==> src/rtl/partition_err_monitor_if.sv <==
// Vector handshake bus between the partition response source and the error monitor.
// Carries the stimulus index and both partition outputs for one vector.
interface partition_err_monitor_if #(
    parameter int unsigned IN_W  = 8,
    parameter int unsigned OUT_W = 6
) ();
    logic             in_valid;
    logic             in_ready;
    logic [IN_W-1:0]  in_idx;
    logic [OUT_W-1:0] approx_po;
    logic [OUT_W-1:0] exact_po;

    modport master (output in_valid, in_idx, approx_po, exact_po, input in_ready);
    modport slave  (input in_valid, in_idx, approx_po, exact_po, output in_ready);
endinterface

==> src/rtl/partition_err_monitor.sv <==
// Sweeps 2^IN_W response vectors and accumulates mismatch count, Hamming-distance
// sum and maximum absolute error between the approximate and exact partitions.
module partition_err_monitor #(
    parameter int unsigned IN_W  = 8,
    parameter int unsigned OUT_W = 6
) (
    input  logic                            clk,
    input  logic                            rst,
    input  logic                            start,
    partition_err_monitor_if.slave          bus,
    output logic                            busy,
    output logic                            done,
    output logic [IN_W:0]                   err_count,
    output logic [IN_W+$clog2(OUT_W+1)-1:0] hd_sum,
    output logic [OUT_W-1:0]                max_abs_err,
    output logic                            seq_error
);
    localparam int unsigned PC_W  = $clog2(OUT_W + 1);
    localparam int unsigned ERR_W = IN_W + 1;
    localparam int unsigned HD_W  = IN_W + PC_W;

    typedef enum logic [1:0] {S_IDLE, S_RUN, S_DRAIN, S_DONE} state_t;

    state_t           r_state;
    state_t           w_state_nxt;

    logic             w_in_ready;
    logic             w_busy;
    logic             w_done;
    logic             w_hs;
    logic             w_start_ok;
    logic             w_last;
    logic             w_mis;
    logic [OUT_W-1:0] w_xor;
    logic [OUT_W-1:0] w_absdiff;
    logic [PC_W-1:0]  w_pop;

    logic [IN_W-1:0]  r_exp_idx;
    logic             r_s1_valid;
    logic             r_s1_mis;
    logic [PC_W-1:0]  r_s1_pop;
    logic [OUT_W-1:0] r_s1_abs;
    logic [ERR_W-1:0] r_err_count;
    logic [HD_W-1:0]  r_hd_sum;
    logic [OUT_W-1:0] r_max_abs;
    logic             r_seq_error;

    always_ff @(posedge clk) begin
        if (rst) r_state <= S_IDLE;
        else     r_state <= w_state_nxt;
    end

    // DRAIN waits for the last vector to leave stage 1; that edge is the final accumulation.
    always_comb begin
        w_state_nxt = r_state;
        case (r_state)
            S_IDLE:  if (start)      w_state_nxt = S_RUN;
            S_RUN:   if (w_last)     w_state_nxt = S_DRAIN;
            S_DRAIN: if (r_s1_valid) w_state_nxt = S_DONE;
            S_DONE:  if (start)      w_state_nxt = S_RUN;
            default:                 w_state_nxt = S_IDLE;
        endcase
    end

    always_comb begin
        w_in_ready = 1'b0;
        w_busy     = 1'b0;
        w_done     = 1'b0;
        case (r_state)
            S_RUN:   begin w_in_ready = 1'b1; w_busy = 1'b1; end
            S_DRAIN: w_busy = 1'b1;
            S_DONE:  w_done = 1'b1;
            default: ;
        endcase
    end

    assign w_start_ok = start & ((r_state == S_IDLE) | (r_state == S_DONE));
    assign w_hs       = bus.in_valid & w_in_ready;
    assign w_last     = w_hs & (r_exp_idx == {IN_W{1'b1}});
    assign w_xor      = bus.approx_po ^ bus.exact_po;
    assign w_mis      = |w_xor;
    assign w_absdiff  = (bus.approx_po >= bus.exact_po) ? (bus.approx_po - bus.exact_po)
                                                        : (bus.exact_po - bus.approx_po);

    always_comb begin
        w_pop = '0;
        for (int i = 0; i < OUT_W; i++) w_pop = w_pop + PC_W'(w_xor[i]);
    end

    // Stage 1 captures per-vector metrics on the handshake; stage 2 folds them in.
    always_ff @(posedge clk) begin
        if (rst || w_start_ok) begin
            r_exp_idx   <= '0;
            r_s1_valid  <= 1'b0;
            r_s1_mis    <= 1'b0;
            r_s1_pop    <= '0;
            r_s1_abs    <= '0;
            r_err_count <= '0;
            r_hd_sum    <= '0;
            r_max_abs   <= '0;
            r_seq_error <= 1'b0;
        end else begin
            r_s1_valid <= w_hs;
            if (w_hs) begin
                r_s1_mis  <= w_mis;
                r_s1_pop  <= w_pop;
                r_s1_abs  <= w_absdiff;
                r_exp_idx <= r_exp_idx + IN_W'(1);
                if (bus.in_idx != r_exp_idx) r_seq_error <= 1'b1;
            end
            if (r_s1_valid) begin
                r_err_count <= r_err_count + ERR_W'(r_s1_mis);
                r_hd_sum    <= r_hd_sum + HD_W'(r_s1_pop);
                if (r_s1_abs > r_max_abs) r_max_abs <= r_s1_abs;
            end
        end
    end

    assign bus.in_ready = w_in_ready;
    assign busy         = w_busy;
    assign done         = w_done;
    assign err_count    = r_err_count;
    assign hd_sum       = r_hd_sum;
    assign max_abs_err  = r_max_abs;
    assign seq_error    = r_seq_error;
endmodule

==> src/flat_wrapper.sv <==
// flat-port wrapper written by rule: the top's interface ports become plain ports
module partition_err_monitor_flat 
#(
    parameter int unsigned IN_W  = 8,
    parameter int unsigned OUT_W = 6
)
  (clk, rst, start, busy, done, err_count, hd_sum, max_abs_err, seq_error, bus_in_valid, bus_in_idx, bus_approx_po, bus_exact_po, bus_in_ready);
  partition_err_monitor_if #(.IN_W(IN_W), .OUT_W(OUT_W)) bus_i ();
  input  logic clk;
  input  logic rst;
  input  logic start;
  output logic busy;
  output logic done;
  output logic [IN_W:0] err_count;
  output logic [IN_W+$clog2(OUT_W+1)-1:0] hd_sum;
  output logic [OUT_W-1:0] max_abs_err;
  output logic seq_error;
  input wire logic [$bits(bus_i.in_valid)-1:0] bus_in_valid;
  input wire logic [$bits(bus_i.in_idx)-1:0] bus_in_idx;
  input wire logic [$bits(bus_i.approx_po)-1:0] bus_approx_po;
  input wire logic [$bits(bus_i.exact_po)-1:0] bus_exact_po;
  output wire logic [$bits(bus_i.in_ready)-1:0] bus_in_ready;
  assign bus_i.in_valid = bus_in_valid;
  assign bus_i.in_idx = bus_in_idx;
  assign bus_i.approx_po = bus_approx_po;
  assign bus_i.exact_po = bus_exact_po;
  assign bus_in_ready = bus_i.in_ready;
  partition_err_monitor #(.IN_W(IN_W), .OUT_W(OUT_W)) u_core (.clk(clk), .rst(rst), .start(start), .bus(bus_i), .busy(busy), .done(done), .err_count(err_count), .hd_sum(hd_sum), .max_abs_err(max_abs_err), .seq_error(seq_error));
endmodule
==> config.mk <==
export PLATFORM = sky130hd
export DESIGN_NAME = partition_err_monitor_flat
export DESIGN_NICKNAME = d
export VERILOG_FILES = /design/src/rtl/partition_err_monitor_if.sv /design/src/rtl/partition_err_monitor.sv /design/src/flat_wrapper.sv
export SDC_FILE = /design/constraint.sdc
export NUM_CORES = 1
export LEC_CHECK = 0
export ABC_AREA = 1
export BUFFER_PORTS_ARGS = -buffer_cell sky130_fd_sc_hd__buf_2
export CORE_ASPECT_RATIO = 2
export CORE_MARGIN = 2
export CORE_UTILIZATION = 56
export DETAILED_ROUTE_END_ITERATION = 10
export HOLD_SLACK_MARGIN = 0.05
export PLACE_DENSITY = 0.8
export SLEW_MARGIN = 5
export SYNTH_ARGS = -nofsm -noshare
export SYNTH_HDL_FRONTEND = slang
export SYNTH_SLANG_ARGS = --single-unit
==> constraint.sdc <==
create_clock -name clk -period 3.4 [get_ports clk]
set_input_delay 0.68 -clock clk [delete_from_list [all_inputs] [get_ports clk]]
set_output_delay 0.68 -clock clk [all_outputs]
set_load 0.02 [all_outputs]
==> results_tabular.tex <==
\begin{tabular}{lr}
\hline
Metric & Value \\
\hline
\multicolumn{2}{l}{\textbf{Run status}} \\
Result of the run & finished, final reports clean \\
\multicolumn{2}{l}{\textbf{CTS}} \\
CTS clk-pin slew, worst paths & 0.10 ns \\
Number of buffers created by CTS & 5 \\
Number of instances resized during post-cts repair & 0 \\
CTS sink cnt & 48 \\
Number of H-tree levels & 2 \\
Clock buffer depth & 2 \\
Number of buffers inserted by post-CTS setup repair & 0 \\
Clock tree from TritonCTS & done \\
Clock tree root buffer cell & sky130\_fd\_sc\_hd\_\_clkbuf\_8 \\
Post-CTS Hold Buffers & 0 \\
Clock latency reported for the late side of the worst-skew pair & 0.31 ns \\
\multicolumn{2}{l}{\textbf{Die}} \\
Starting density of the core & 0.582 \\
DIE AREA & 6030 um2 \\
Top Ports & 54 \\
Die span in x & 55.9 um \\
Die height & 108 um \\
Number of rows in the core area & 37 \\
CORE AREA & 5180 um2 \\
\multicolumn{2}{l}{\textbf{Worst setup path}} \\
CP startpoint kind & input port \\
CP Max Fanout & 4 \\
Reg-to-reg startpoint & u\_core.r\_state[0] \\
First element of the critical path & bus\_exact\_po[1] \\
Worst Setup Path Type & in2reg \\
CP required & 3.59 ns \\
Crit path DAT & 3.17 ns \\
Cell depth of the worst flop-to-flop path & 8 \\
Endpoint of the worst setup timing path & u\_core.r\_s1\_pop[1] \\
Reg2Reg Setup Slack & 1.40 ns \\
Worst R2R End & u\_core.seq\_error \\
Worst Setup End Kind & flip-flop \\
\multicolumn{2}{l}{\textbf{Pwr}} \\
Power per standard cell area & 434 nW/um2 \\
Worst IR drop on VDD & 382 uV \\
Cell internal pwr & 0.929 mW \\
Sequential cell fraction of total power & 0.437 \\
Leakage component of the power & 1.63 nW \\
Relative contribution of combinational cells to total power & 0.326 \\
Net Sw Frac & 0.372 \\
Share of total power in the clock network & 0.238 \\
Net Switching & 0.551 mW \\
\multicolumn{2}{l}{\textbf{Cells and area}} \\
Area used by multi-input combinational logic & 1720 um2 \\
Post-layout nets & 535 \\
Fill cell instance count of the final layout & 474 \\
Synth-to-layout area growth & 13.0\% \\
Total area of sequential cells & 961 um2 \\
Number of diodes & 0 \\
Layout cell share with drive strength beyond 1 & 0.165 \\
Finished layout cell area & 3410 um2 \\
\multicolumn{2}{l}{\textbf{Yosys}} \\
Syn nets & 482 \\
Synthesis warning total & 0 \\
Fraction of post-synthesis cell area in the top cell type by area & 0.318 \\
Predominant post-synthesis flop cell & sky130\_fd\_sc\_hd\_\_dfxtp\_1 \\
Post-synthesis instance area & 3020 um2 \\
Distinct cell type count of the synthesized netlist & 36 \\
Synth Instances & 424 \\
Async S/R FF share, synth & 0 \\
Post-synthesis area per instance & 7.12 um2 \\
Synthesized flop and latch total & 48 \\
Number of enable-type register cells in the synthesized netlist & 0 \\
Top cell type by total area after synthesis & sky130\_fd\_sc\_hd\_\_dfxtp\_1 \\
Synth top area cells & sky130\_fd\_sc\_hd\_\_dfxtp\_1, sky130\_fd\_sc\_hd\_\_ha\_1, sky130\_fd\_sc\_hd\_\_nand2\_1, sky130\_fd\_sc\_hd\_\_inv\_1, sky130\_fd\_sc\_hd\_\_nor2\_1 \\
Sequential area share after synthesis & 0.318 \\
\multicolumn{2}{l}{\textbf{Timing}} \\
Largest clock skew in the final design & 0.0130 ns \\
Slew @ Worst Pin & 0.648 ns \\
Unrepaired setup endpoints after global routing & false \\
Worst relative slew slack & 0.568 \\
Setup slack of the critical path after layout & 0.422 ns \\
Post-route clock period utilization & 0.876 \\
Highest clock rate & 0.336 GHz \\
Hold violation total from the final report & 0 \\
Post-layout min period & 2.98 ns \\
Count of final max-slew check failures & 0 \\
Number of failing setup endpoints in the final timing report & 0 \\
Setup\_tns & 0 ns \\
\multicolumn{2}{l}{\textbf{Min path}} \\
Min-delay src & u\_core.seq\_error \\
Worst hold path class & reg2reg \\
\multicolumn{2}{l}{\textbf{Global route}} \\
Grt ovf & 0 \\
Number of antenna violations at the first check in global routing & 0 \\
Number of global-route vias before repair & 2657 \\
GRT Total Usage & 0.218 \\
Wire length of the first global-routing pass & 10600 um \\
Maximum number of pins on one net before global-route repair & 28 \\
\multicolumn{2}{l}{\textbf{Flow run}} \\
\# Max-Cap Violations & 0 \\
\multicolumn{2}{l}{\textbf{Routing}} \\
Number of vias per cell & 5.17 \\
Number of vias in the routed layout & 2773 \\
Antenna violation net count after detailed routing & 0 \\
DRC errors left & 0 \\
Aggregate routed wire length & 6260 um \\
Average routed wire per standard cell & 11.7 um \\
Total iterations of the first detailed-routing run & 4 \\
Iteration-0 DRC count of the detailed router & 112 \\
\multicolumn{2}{l}{\textbf{Placement}} \\
Count of buffers from port buffering & 53 \\
Routability congestion estimate & 0.832 \\
Area post-placement & 3320 um2 \\
HPWL after detailed placement & 4950 um \\
Dpl ws & 0.0985 ns \\
\hline
\end{tabular}
## worst min-delay path by stage
stage                    endpoint  slack [ns]  cells after the start
2_1_floorplan  u_core.r_s1_abs[0]        0.44                      2
5_1_grt          u_core.seq_error        0.49                      2
4_1_cts          u_core.seq_error        0.46                      2
3_3_place_gp     u_core.seq_error        0.43                      2
6_report         u_core.seq_error        0.46                      2
3_5_place_dp     u_core.seq_error        0.44                      2
## cell type report
type,instances,area share
Clock buffer,5,0.0202
Clock inverter,3,0.00697
Inverter,76,0.0844
Multi-Input combinational cell,292,0.506
Sequential cell,48,0.282
Tap cell,58,0.0213
Timing Repair Buffer,54,0.0800
## per-layer routing
layer,vias to the layer above,global-route usage,routed length (um)
met5,-,0,0
met4,0,0.111,152
met3,12,0.0337,201
met2,57,0.442,3550
met1,1252,0.201,2360
li1,1452,-,-
## cell families after synthesis
family	count (synthesis)	synth area share
adders and majority gates	34	0.156
buffers and inverters	84	0.110
DFF	48	0.318
AOI/OAI and AO/OA	75	0.133
xor gates and xnor gates	12	0.0348
and+or+nand+nor	171	0.248
## cells in the mapped netlist (2+ instances only)
master	count
sky130_fd_sc_hd__a21oi_1	32
sky130_fd_sc_hd__a31oi_1	2
sky130_fd_sc_hd__and3_1	2
sky130_fd_sc_hd__buf_2	3
sky130_fd_sc_hd__buf_4	3
sky130_fd_sc_hd__clkbuf_1	2
sky130_fd_sc_hd__dfxtp_1	48
sky130_fd_sc_hd__fa_1	6
sky130_fd_sc_hd__ha_1	28
sky130_fd_sc_hd__inv_1	72
sky130_fd_sc_hd__inv_2	3
sky130_fd_sc_hd__nand2_1	75
sky130_fd_sc_hd__nand2_2	2
sky130_fd_sc_hd__nand3_1	17
sky130_fd_sc_hd__nand4_1	5
sky130_fd_sc_hd__nor2_1	51
sky130_fd_sc_hd__nor2_2	3
sky130_fd_sc_hd__nor2_4	2
sky130_fd_sc_hd__nor3_1	7
sky130_fd_sc_hd__o211ai_1	3
sky130_fd_sc_hd__o21ai_0	28
sky130_fd_sc_hd__o21ai_1	5
sky130_fd_sc_hd__or2_2	2
sky130_fd_sc_hd__xnor2_1	8
sky130_fd_sc_hd__xor2_1	4
## power by group through the flow
stage | logic, mW | registers [mW] | clock network, mW
floorplan | 0.376 | 0.653 | 0
global placement | 0.471 | 0.658 | 0
detailed placement | 0.486 | 0.659 | 0
CTS | 0.489 | 0.646 | 0.367
global route | 0.560 | 0.653 | 0.379
finish | 0.482 | 0.646 | 0.352
## stage by stage
stage,util,instances,hold slack (ns),total power [mW]
4_1_cts,0.658,536,0.465,1.50
3_5_place_dp,0.640,528,0.444,1.15
5_1_grt,0.658,536,0.488,1.59
6_report,0.658,536,0.460,1.48
2_1_floorplan,-,424,0.444,1.03
3_3_place_gp,0.640,528,0.434,1.13
## worst max-delay path, stage by stage
cell,delay (ns)
sky130_fd_sc_hd__buf_2,0.11
sky130_fd_sc_hd__inv_1,0.08
sky130_fd_sc_hd__ha_1,0.36
sky130_fd_sc_hd__inv_1,0.07
sky130_fd_sc_hd__ha_1,0.30
sky130_fd_sc_hd__fa_1,0.54
sky130_fd_sc_hd__inv_1,0.05
sky130_fd_sc_hd__fa_1,0.43
sky130_fd_sc_hd__fa_1,0.49
sky130_fd_sc_hd__a21oi_1,0.06
## flip-flops by register name, indices dropped and copies added (netlist names)
register and cells:
u_core.seq_error 1, u_core.r_s1_valid 1, u_core.max_abs_err 6, u_core.r_state 2, u_core.r_s1_abs 6, u_core.hd_sum 11, u_core.r_s1_pop 3, u_core.r_s1_mis 1
u_core.r_exp_idx 8, u_core.err_count 9
## cells in the final DEF, fill, tap and decap left out, drive strengths merged
cell type and instances:
a31oi 2, clkbuf 5, nor3b 1, o21bai 1
o211ai 3, a21oi 33, xor2 4, fa 6
o21a 1, xnor2 8, ha 28, clkinv 1
and3 2, nor2 56, nor3 8, nand2 78
clkinvlp 2, nand4 5, dfxtp 48, or2 3
buf 54, o21ai 33, a211oi 1, o221ai 1
nand3 18, inv 76
(Power assumes the default switching activity.)
